===== src/rtl/vector_cache_pkg.sv =====
// Shared vector-cache types, direction encodings and west data collector constants.
// Direction macros are guarded so an existing project-wide definition takes precedence.
`ifndef VEC_CACHE_NORTH
`define VEC_CACHE_NORTH 2'd0
`endif
`ifndef VEC_CACHE_EAST
`define VEC_CACHE_EAST 2'd1
`endif
`ifndef VEC_CACHE_SOUTH
`define VEC_CACHE_SOUTH 2'd2
`endif
`ifndef VEC_CACHE_WEST
`define VEC_CACHE_WEST 2'd3
`endif

package vector_cache_pkg;

  localparam int VEC_CACHE_CHN_NUM                = 8;
  localparam int VEC_CACHE_CHN_W                  = $clog2(VEC_CACHE_CHN_NUM);
  localparam int VEC_CACHE_COLLECTOR_DEPTH        = 4;
  localparam int VEC_CACHE_COLLECTOR_AFULL_MARGIN = 1;
  localparam int VEC_CACHE_DIR_W                  = 2;

  typedef struct packed {
    logic [VEC_CACHE_DIR_W-1:0] direction_id;
    logic [5:0]                 rob_id;
  } txnid_t;

  typedef struct packed {
    txnid_t     txnid;
    logic [7:0] way_tag;
  } cmd_pld_t;

  typedef struct packed {
    cmd_pld_t    cmd_pld;
    logic [31:0] data;
  } data_pld_t;

  typedef enum logic {
    ARB_OPEN   = 1'b0,
    ARB_LOCKED = 1'b1
  } arb_state_e;

  // First requesting lane at or after ptr, wrapping; returns ptr when nothing requests.
  function automatic logic [VEC_CACHE_CHN_W-1:0] rr_pick(
    input logic [VEC_CACHE_CHN_NUM-1:0] req,
    input logic [VEC_CACHE_CHN_W-1:0]   ptr
  );
    logic [VEC_CACHE_CHN_W-1:0] idx;
    logic [VEC_CACHE_CHN_W-1:0] pick;
    logic                       hit;
    pick = ptr;
    hit  = 1'b0;
    for (int k = 0; k < VEC_CACHE_CHN_NUM; k++) begin
      idx = ptr + VEC_CACHE_CHN_W'(k);
      if (!hit && req[idx]) begin
        pick = idx;
        hit  = 1'b1;
      end
    end
    return pick;
  endfunction

endpackage


===== src/rtl/vec_cache_lane_fifo.sv =====
// Single-clock per-lane FIFO; the head is read straight from registered storage
// so downstream output logic never sees a path from the write side.
module vec_cache_lane_fifo
  import vector_cache_pkg::*;
#(
  parameter  int DEPTH = VEC_CACHE_COLLECTOR_DEPTH,
  localparam int PTR_W = $clog2(DEPTH),
  localparam int CNT_W = $clog2(DEPTH + 1)
) (
  input  logic             clk,
  input  logic             rst_n,
  input  logic             push_i,
  input  data_pld_t        push_data_i,
  input  logic             pop_i,
  output data_pld_t        head_o,
  output logic             empty_o,
  output logic             full_o,
  output logic [CNT_W-1:0] count_next_o
);

  logic [PTR_W-1:0] wr_ptr_q, wr_ptr_d;
  logic [PTR_W-1:0] rd_ptr_q, rd_ptr_d;
  logic [CNT_W-1:0] count_q, count_d;
  data_pld_t        mem_q [DEPTH];
  logic             do_push, do_pop;

  assign empty_o = (count_q == '0);
  assign full_o  = (count_q == CNT_W'(DEPTH));
  assign do_pop  = pop_i && !empty_o;
  // A full lane still accepts a push when its head leaves in the same cycle.
  assign do_push = push_i && (!full_o || do_pop);

  always_comb begin
    wr_ptr_d = wr_ptr_q;
    rd_ptr_d = rd_ptr_q;
    count_d  = count_q;
    if (do_push) wr_ptr_d = wr_ptr_q + 1'b1;
    if (do_pop)  rd_ptr_d = rd_ptr_q + 1'b1;
    case ({do_push, do_pop})
      2'b10:   count_d = count_q + 1'b1;
      2'b01:   count_d = count_q - 1'b1;
      default: count_d = count_q;
    endcase
  end

  always_ff @(posedge clk or negedge rst_n) begin
    if (!rst_n) begin
      wr_ptr_q <= '0;
      rd_ptr_q <= '0;
      count_q  <= '0;
    end else begin
      wr_ptr_q <= wr_ptr_d;
      rd_ptr_q <= rd_ptr_d;
      count_q  <= count_d;
    end
  end

  always_ff @(posedge clk) begin
    if (do_push) mem_q[wr_ptr_q] <= push_data_i;
  end

  assign head_o       = mem_q[rd_ptr_q];
  assign count_next_o = count_d;

endmodule


===== src/rtl/vec_cache_west_data_collector.sv =====
// Buffers the eight west-edge read-return lanes and merges them with a locked round-robin arbiter.
// Optional direction filtering is enabled by defining VEC_CACHE_COLLECTOR_DIR_CHECK_EN.
module vec_cache_west_data_collector
  import vector_cache_pkg::*;
#(
  parameter int FIFO_DEPTH   = VEC_CACHE_COLLECTOR_DEPTH,
  parameter int AFULL_MARGIN = VEC_CACHE_COLLECTOR_AFULL_MARGIN
) (
  input  logic                         clk,
  input  logic                         rst_n,
  input  logic [VEC_CACHE_CHN_NUM-1:0] data_in_vld,
  input  data_pld_t                    data_in [VEC_CACHE_CHN_NUM],
  output logic                         data_out_vld,
  input  logic                         data_out_rdy,
  output data_pld_t                    data_out,
  output logic [VEC_CACHE_CHN_W-1:0]   data_out_chan,
  output logic [VEC_CACHE_CHN_NUM-1:0] almost_full,
  output logic [VEC_CACHE_CHN_NUM-1:0] overflow_err,
  output logic [VEC_CACHE_CHN_NUM-1:0] dir_err
);

  localparam int              CNT_W     = $clog2(FIFO_DEPTH + 1);
  localparam logic [CNT_W-1:0] AFULL_THR = CNT_W'(FIFO_DEPTH - AFULL_MARGIN);

  logic [VEC_CACHE_CHN_NUM-1:0] lane_empty, lane_full, lane_push, lane_pop, dir_ok;
  data_pld_t                    lane_head     [VEC_CACHE_CHN_NUM];
  logic [CNT_W-1:0]             lane_cnt_next [VEC_CACHE_CHN_NUM];

  arb_state_e                   arb_state_q;
  logic [VEC_CACHE_CHN_W-1:0]   grant_q, rr_ptr_q, grant;
  logic                         handshake;
  logic [VEC_CACHE_CHN_NUM-1:0] afull_q, overflow_q;

  for (genvar gi = 0; gi < VEC_CACHE_CHN_NUM; gi++) begin : g_lane
`ifdef VEC_CACHE_COLLECTOR_DIR_CHECK_EN
    assign dir_ok[gi] = (data_in[gi].cmd_pld.txnid.direction_id == `VEC_CACHE_WEST);
`else
    assign dir_ok[gi] = 1'b1;
`endif
    assign lane_push[gi] = data_in_vld[gi] && dir_ok[gi];
    assign lane_pop[gi]  = handshake && (grant == VEC_CACHE_CHN_W'(gi));

    vec_cache_lane_fifo #(
      .DEPTH (FIFO_DEPTH)
    ) u_fifo (
      .clk          (clk),
      .rst_n        (rst_n),
      .push_i       (lane_push[gi]),
      .push_data_i  (data_in[gi]),
      .pop_i        (lane_pop[gi]),
      .head_o       (lane_head[gi]),
      .empty_o      (lane_empty[gi]),
      .full_o       (lane_full[gi]),
      .count_next_o (lane_cnt_next[gi])
    );
  end

  // While locked the grant is frozen; a locked lane cannot drain, so it stays non-empty.
  assign grant        = (arb_state_q == ARB_LOCKED) ? grant_q : rr_pick(~lane_empty, rr_ptr_q);
  assign data_out_vld = |(~lane_empty);
  assign handshake    = data_out_vld && data_out_rdy;
  assign data_out      = data_out_vld ? lane_head[grant] : '0;
  assign data_out_chan = data_out_vld ? grant : '0;

  always_ff @(posedge clk or negedge rst_n) begin
    if (!rst_n) begin
      arb_state_q <= ARB_OPEN;
      grant_q     <= '0;
      rr_ptr_q    <= '0;
    end else if (handshake) begin
      arb_state_q <= ARB_OPEN;
      grant_q     <= grant;
      rr_ptr_q    <= grant + 1'b1;
    end else if (data_out_vld) begin
      arb_state_q <= ARB_LOCKED;
      grant_q     <= grant;
    end
  end

  always_ff @(posedge clk or negedge rst_n) begin
    if (!rst_n) begin
      afull_q    <= '0;
      overflow_q <= '0;
    end else begin
      for (int i = 0; i < VEC_CACHE_CHN_NUM; i++) begin
        afull_q[i] <= (lane_cnt_next[i] >= AFULL_THR);
      end
      overflow_q <= overflow_q | (lane_push & lane_full & ~lane_pop);
    end
  end

`ifdef VEC_CACHE_COLLECTOR_DIR_CHECK_EN
  logic [VEC_CACHE_CHN_NUM-1:0] dir_err_q;

  always_ff @(posedge clk or negedge rst_n) begin
    if (!rst_n) dir_err_q <= '0;
    else        dir_err_q <= dir_err_q | (data_in_vld & ~dir_ok);
  end

  assign dir_err = dir_err_q;
`else
  assign dir_err = '0;
`endif

  assign almost_full  = afull_q;
  assign overflow_err = overflow_q;

endmodule

===== config.mk =====
export PLATFORM = sky130hd
export DESIGN_NAME = vec_cache_west_data_collector
export DESIGN_NICKNAME = d
export VERILOG_FILES = /design/src/rtl/vector_cache_pkg.sv /design/src/rtl/vec_cache_lane_fifo.sv /design/src/rtl/vec_cache_west_data_collector.sv
export SDC_FILE = /design/constraint.sdc
export NUM_CORES = 1
export LEC_CHECK = 0
export ABC_AREA = 1
export CAP_MARGIN = 20
export CORE_MARGIN = 2
export CORE_UTILIZATION = 27
export CTS_BUF_LIST = sky130_fd_sc_hd__clkbuf_16
export DETAILED_ROUTE_END_ITERATION = 8
export HOLD_SLACK_MARGIN = 0.06
export PLACE_DENSITY = 0.46
export SYNTH_ARGS = -nofsm -noshare
export SYNTH_HDL_FRONTEND = slang
export SYNTH_SLANG_ARGS = --single-unit

===== constraint.sdc =====
create_clock -name clk -period 9.8 [get_ports clk]
set_input_delay 0.98 -clock clk [delete_from_list [all_inputs] [get_ports clk]]
set_output_delay 0.98 -clock clk [all_outputs]
set_load 0.03 [all_outputs]

==> results.cfg, run 1 <==
[outcome]
status = finished clean

[floorplan]
io_pins = 471
core_area_mm2 = 0.243
die_h_um = 497
floorplan.rows = 181
start_util_pct = 27.1
die_x_um = 497
dieArea_mm2 = 0.247

[worst_setup_path]
crit_required_ns = 8.82
startpoint = rr_ptr_q[0]$_DFFE_PN0P_
regToRegStartpoint = rr_ptr_q[0]$_DFFE_PN0P_
arrival_ns = 6.63
critPathMaxFanout = 127
cp-start-kind = flip-flop
crit_path_end_kind = output pin
path_class = flip-flop to output pin

[grt]
grt_pass1_wl_um = 311000
grtUsageTotal_pct = 17.5
grt_overflow = 0
grt_pass1_vias = 40636
grt_max_degree = 128
antenna_found_initial = 157

[routing]
drcViolationCount = 0
drtIter0Drc = 3264
dr.pass1.iters = 5
antenna_left = 0
drt-total-wl_um = 222000
routed_via_density = 4.73
vias = 42334
wl_per_cell_um = 24.8

[layout]
layout.nets = 6038
drive_above_1_share_pct = 6.88
final_common_cell = edfxtp_1
fin_area_mm2 = 0.0791
mostFrequentLayoutCells = edfxtp_1, nand2_1, clkdlybuf4s50_1
fillers = 23954
area_delta_synth_final_pct = 20.4

[timing]
finalMaxSlewViolations = 0
tightest_slew_ns = 1.10
tns_ns = 0
max_slew_margin_pct = 26.5
skew_ns = 0.0247
holdWs_ns = 0.484
rsz0062_at_grt = no
fmax_ghz = 0.131
period_needed_ns = 7.61
final-hold-violation-count = 0
finalSetupViolations = 0
period_share_pct = 77.6

[placed_design]
dp_hpwl_um = 152000
portBuffers = 462
placed_area_mm2 = 0.0737
gp_congestion = 0.904

[cts]
cts_setup_buffers = 0
cts_sinks = 1615
clockRootBuffer = clkbuf_16
path_clk_slew_ns = 0.06
clk_latency_ns = 0.81
cts_tree = built
clk_path_buf_depth = 3
htree_levels = 4
cts_buffers = 170

[pwr]
total_power_uw = 28200
powerDensity_mw_per_mm2 = 357
p_leak_uw = 0.0269
vdd_drop_max_uv = 374

[yosys]
synthesis.area_mm2 = 0.0657
syn_area_per_cell_um2 = 12.6
ys_warn_count = 0
synth-seq-area-share_pct = 73.3
synthArstFlopShare_pct = 4.89
synth-seq-cells = 1615
synth_edf_count = 1536
synth_ff_type = edfxtp_1
yosys.cell_types.count = 44
netlist_instances = 5211

[job]
maxCapViolCount = 0

[worst_hold_path]
hold_path.class = flip-flop to flip-flop
hp-start = overflow_err[1]$_DFF_PN0_
-- state kept, by name (all words and copies together) (netlist names) --
name,count
overflow_err,8
g_lane.u_fifo.count_q,24
almost_full,8
g_lane.u_fifo.wr_ptr_q,16
grant_q,3
g_lane.u_fifo.rd_ptr_q,16
arb_state_q,1
rr_ptr_q,3
g_lane.u_fifo.mem_q,1536
-- where the power goes --
| group | total, uW | leakage, uW | internal (uW) | switching [uW] |
|---|---|---|---|---|
| Clock | 6190 | 0.00277 | 3530 | 2650 |
| Combinational | 12400 | 0.00914 | 3300 | 9100 |
| Sequential | 9640 | 0.0150 | 9140 | 503 |
| Total | 28200 | 0.0269 | 16000 | 12300 |
-- repair_timing --
action,in CTS,in global routing
hold buffers,1,0
endpoints found under the hold margin,21,0
gates resized for setup,0,0
-- synthesized netlist by cell type (16+ instances only) --
| cell type | instances | share of area (%) |
|---|---|---|
| a21oi_1 | 228 | 1.7 |
| a32o_1 | 182 | 2.8 |
| a32oi_1 | 33 | 0.44 |
| buf_1 | 21 | 0.12 |
| buf_2 | 23 | 0.18 |
| buf_4 | 16 | 0.18 |
| clkbuf_1 | 254 | 1.5 |
| dfrtp_1 | 79 | 3.0 |
| edfxtp_1 | 1536 | 70 |
| ha_1 | 43 | 0.82 |
| inv_1 | 94 | 0.54 |
| inv_2 | 16 | 0.091 |
| nand2_1 | 1271 | 7.3 |
| nand3_1 | 84 | 0.64 |
| nand4_1 | 27 | 0.26 |
| nor2_1 | 488 | 2.8 |
| o21ai_0 | 430 | 3.3 |
| o21ai_1 | 95 | 0.72 |
| o22ai_1 | 156 | 1.5 |
| xor2_1 | 18 | 0.24 |
-- cells by family (layout without fill, tap and decap cells) --
logic type                 Yosys count  after routing  share of synthesized area, %
adders and majority gates           51             51                          1.06
DFF                               1615           1615                          73.3
muxes                                8              8                         0.137
xor gates and xnor gates            35             35                         0.490
other                                1             36                       0.00571
AOI/OAI and AO/OA                 1157           1157                          10.9
and+or+nand+nor                   1900           1900                          11.3
buffers and inverters              444            952                          2.85
-- worst max-delay path, stage by stage (launching register included) --
cell	delay, ns
dfrtp_1	0.69
inv_2	0.24
ha_1	0.48
inv_1	0.19
nand3_1	0.15
nand3_1	0.08
nand2_1	0.17
inv_1	0.12
nor2_4	0.16
nand3_2	0.13
nand3_1	0.11
nand2_1	0.06
nand2_1	0.07
nand3_2	0.12
nand2_8	0.62
buf_4	0.66
o21ai_0	0.20
nand2_1	0.09
nand2_1	0.07
nand2_1	0.34
nand2_1	0.10
nor2_1	0.19
clkdlybuf4s50_1	0.71
-- metrics by stage --
stage / std cells / setup WS [ns] / util [%]
global route: 8939 / 1.66 / 32.6
detailed placement: 8620 / 2.93 / 30.4
floorplan: 5218 / 4.14 / -
CTS: 8927 / 2.03 / 32.6
finish: 8956 / 2.19 / 32.6
global placement: 8619 / 2.55 / 30.4
-- cell type report --
class	count	area, um2	area share, %
flip-flops and latches	1615	48100	60.8
multi-input cells	3159	16000	20.2
repair buffers	531	5170	6.54
clock buffers	175	4380	5.54
well taps	3202	4010	5.07
clock inverters	131	917	1.16
inverters	115	435	0.551
diodes	28	70.1	0.0886
-- final timing paths --
kind / endpoint / slack [ns] / cells after the start
worst max-delay path: data_out[14] / 2.19 / 22
worst min-delay path: overflow_err[1]$_DFF_PN0_ / 0.48 / 1
worst max register to register: almost_full[7]$_DFF_PN0_ / 3.03 / 25
worst min register to register: overflow_err[1]$_DFF_PN0_ / 0.48 / 1
max in group asynchronous: g_lane[3].u_fifo.rd_ptr_q[0]$_DFFE_PN0P_ / 7.89 / 3
min in group asynchronous: overflow_err[0]$_DFF_PN0_ / 0.61 / 2
-- layer usage --
| metal | up-vias | global-route usage (%) | share of wire (%) |
|---|---|---|---|
| met5 | - | 0 | 0.35 |
| met4 | 128 | 8.14 | 4.9 |
| met3 | 466 | 5.21 | 6.8 |
| met2 | 1052 | 26.0 | 43 |
| met1 | 20956 | 23.3 | 44 |
| li1 | 19732 | - | - |
(Power assumes the default switching activity.)
==> run 2, diff against run 1 <==
- clock period: 9.8 -> 7.37 ns (I/O delays scaled with it)
==> run 2 against run 1 <==
Critical path depth decreased by 1; routed wire length decreased by 0.63%; global-route usage decreased by 0.12 points; largest power group unchanged; via count increased by 0.92%; clock-buffer cell count increased by 1.
==> results.cfg, run 2 (synthesized netlist as in run 1, its figures left out) <==
[worst_setup_path]
cp-start-kind = flip-flop
regToRegStartpoint = rr_ptr_q[0]$_DFFE_PN0P_
startpoint = rr_ptr_q[0]$_DFFE_PN0P_
path_cells = inv_2 > ha_1 > inv_1 > nand3_1 > nand2_1 > inv_1 > o21ai_1 > inv_1 > nand4_2 > nor2_2 > nand2_1 > nand3_2 > nand2_8 > buf_12 > o21ai_0 > nand2_1 > nand2_1 > nand2_1 > nand2_1 > nor2_1 > clkdlybuf4s50_1
crit_path_end_kind = output pin
critPathMaxFanout = 93
arrival_ns = 6.13
slowest_stage = clkdlybuf4s50_1
path_class = flip-flop to output pin
crit_required_ns = 6.63
crit_top_cell = nand2_1
critPathMaxStageDelay_ns = 0.68

[placed_design]
portBuffers = 462
place_ws_ns = 1.12
placed_area_mm2 = 0.0740
dp_hpwl_um = 152000
gp_congestion = 0.865

[floorplan]
io_pins = 471
dieArea_mm2 = 0.247
core_area_mm2 = 0.243
die_x_um = 497
die_h_um = 497
floorplan.rows = 181
start_util_pct = 27.1

[layout]
layout.nets = 6062
fin_area_mm2 = 0.0795
largest_reg_flops = 1536
final_common_cell = edfxtp_1
multiInputGateArea_mm2 = 0.0160
top_regs = g_lane.u_fifo.mem_q: 1536 flops, g_lane.u_fifo.count_q: 24 flops
fillers = 23912
largest-register = g_lane.u_fifo.mem_q
area_delta_synth_final_pct = 21.0
drive_above_1_share_pct = 7.42
seq_area_mm2 = 0.0481
mostFrequentLayoutCells = edfxtp_1, nand2_1, nor2_1

[grt]
grtUsageTotal_pct = 17.3
grt_overflow = 0
grt_pass1_wl_um = 309000
grt_max_degree = 98
antenna_found_initial = 156
grt_pass1_vias = 40569

[routing]
wl_per_cell_um = 24.5
drtIter0Drc = 3216
drt-total-wl_um = 220000
dr.pass1.iters = 7
routed_via_density = 4.76
drcViolationCount = 0
antenna_left = 0
vias = 42725

[cts]
cts_sinks = 1615
path_clk_slew_ns = 0.06
cts_buffers = 173
clk_latency_ns = 0.83
clk_path_buf_depth = 3
clockRootBuffer = clkbuf_16
htree_levels = 4
cts_tree = built

[pwr]
total_power_uw = 38200
p_leak_uw = 0.0270
vdd_drop_max_uv = 539
powerDensity_mw_per_mm2 = 481

[timing]
holdWs_ns = 0.467
period_needed_ns = 6.87
tightest_slew_ns = 1.14
period_share_pct = 93.2
fin_ws_ns = 0.503
tns_ns = 0
finalSetupViolations = 0
skew_ns = 0.0306
finalMaxSlewViolations = 0
final-hold-violation-count = 0
rsz0062_at_grt = no
fmax_ghz = 0.146
max_slew_margin_pct = 24.0

[job]
maxCapViolCount = 0

[outcome]
status = finished clean

[worst_hold_path]
hold_path.class = input pin to asynchronous set/reset pin
[run 2: cell count changes in the layout (fill, tap and decap cells not counted), moves of 6 or more]
cell	before	now
buf_4	66	83
clkinv_2	27	21
buf_12	2	14
inv_1	136	130
clkdlybuf4s50_1	461	454
clkinv_1	39	46
[run 2: per-layer routing]
layer	wire length (um)	share of wire, %	GRT usage [%]	vias up
met5	836	0.38	0	-
met2	96900	44	26.1	1199
li1	-	-	-	19771
met1	96400	44	22.9	21157
met3	16100	7.3	5.34	462
met4	10200	4.6	7.77	136
[run 2: path summary, 6_finish.rpt]
| check | slack [ns] | end | depth (start not counted) |
|---|---|---|---|
| setup / recovery | 0.50 | data_out[15] | 21 |
| hold / removal | 0.47 | almost_full[4]$_DFF_PN0_ | 2 |
| setup reg to reg | 1.47 | g_lane[6].u_fifo.mem_q[3][41]$_DFFE_PP_ | 21 |
| hold reg to reg | 0.48 | overflow_err[1]$_DFF_PN0_ | 1 |
| max in group asynchronous | 5.73 | g_lane[6].u_fifo.rd_ptr_q[0]$_DFFE_PN0P_ | 3 |
| min in group clk | 0.48 | overflow_err[1]$_DFF_PN0_ | 1 |
[run 2: worst max-delay path, delay by kind of cell, from the launching register on]
family | cells | cell delay, ns
simple gates | 12 | 2.04
buf+inv | 6 | 1.74
flops | 1 | 0.54
compound gates | 2 | 0.45
fa+ha+maj | 1 | 0.43
[run 2: area by class of cell]
cell class / instances / area share (%)
flip-flops and latches: 1615 / 60.6
multi-input cells: 3159 / 20.1
repair buffers: 552 / 6.87
clock buffers: 176 / 5.54
well taps: 3202 / 5.04
clock inverters: 135 / 1.25
inverters: 115 / 0.548
diodes: 26 / 0.0819
[run 2: metrics by stage]
| step | instances | util, % |
|---|---|---|
| global route | 8965 | 32.7 |
| CTS | 8953 | 32.7 |
| finish | 8980 | 32.8 |
| detailed placement | 8641 | 30.5 |
| floorplan | 5218 | - |
| global placement | 8640 | 30.5 |
[run 2: repair_timing]
action,4_1_cts,5_1_grt
setup endpoints to repair,0,29
resized for setup,0,1
hold endpoints to repair,40,0
buffers inserted,0,0
hold buffers,1,0
[run 2: power by group]
part           total (uW)  internal, uW  switching, uW
registers           12800         12100            677
logic               17100          4610          12500
clock network        8330          4710           3610
total               38200         21500          16800
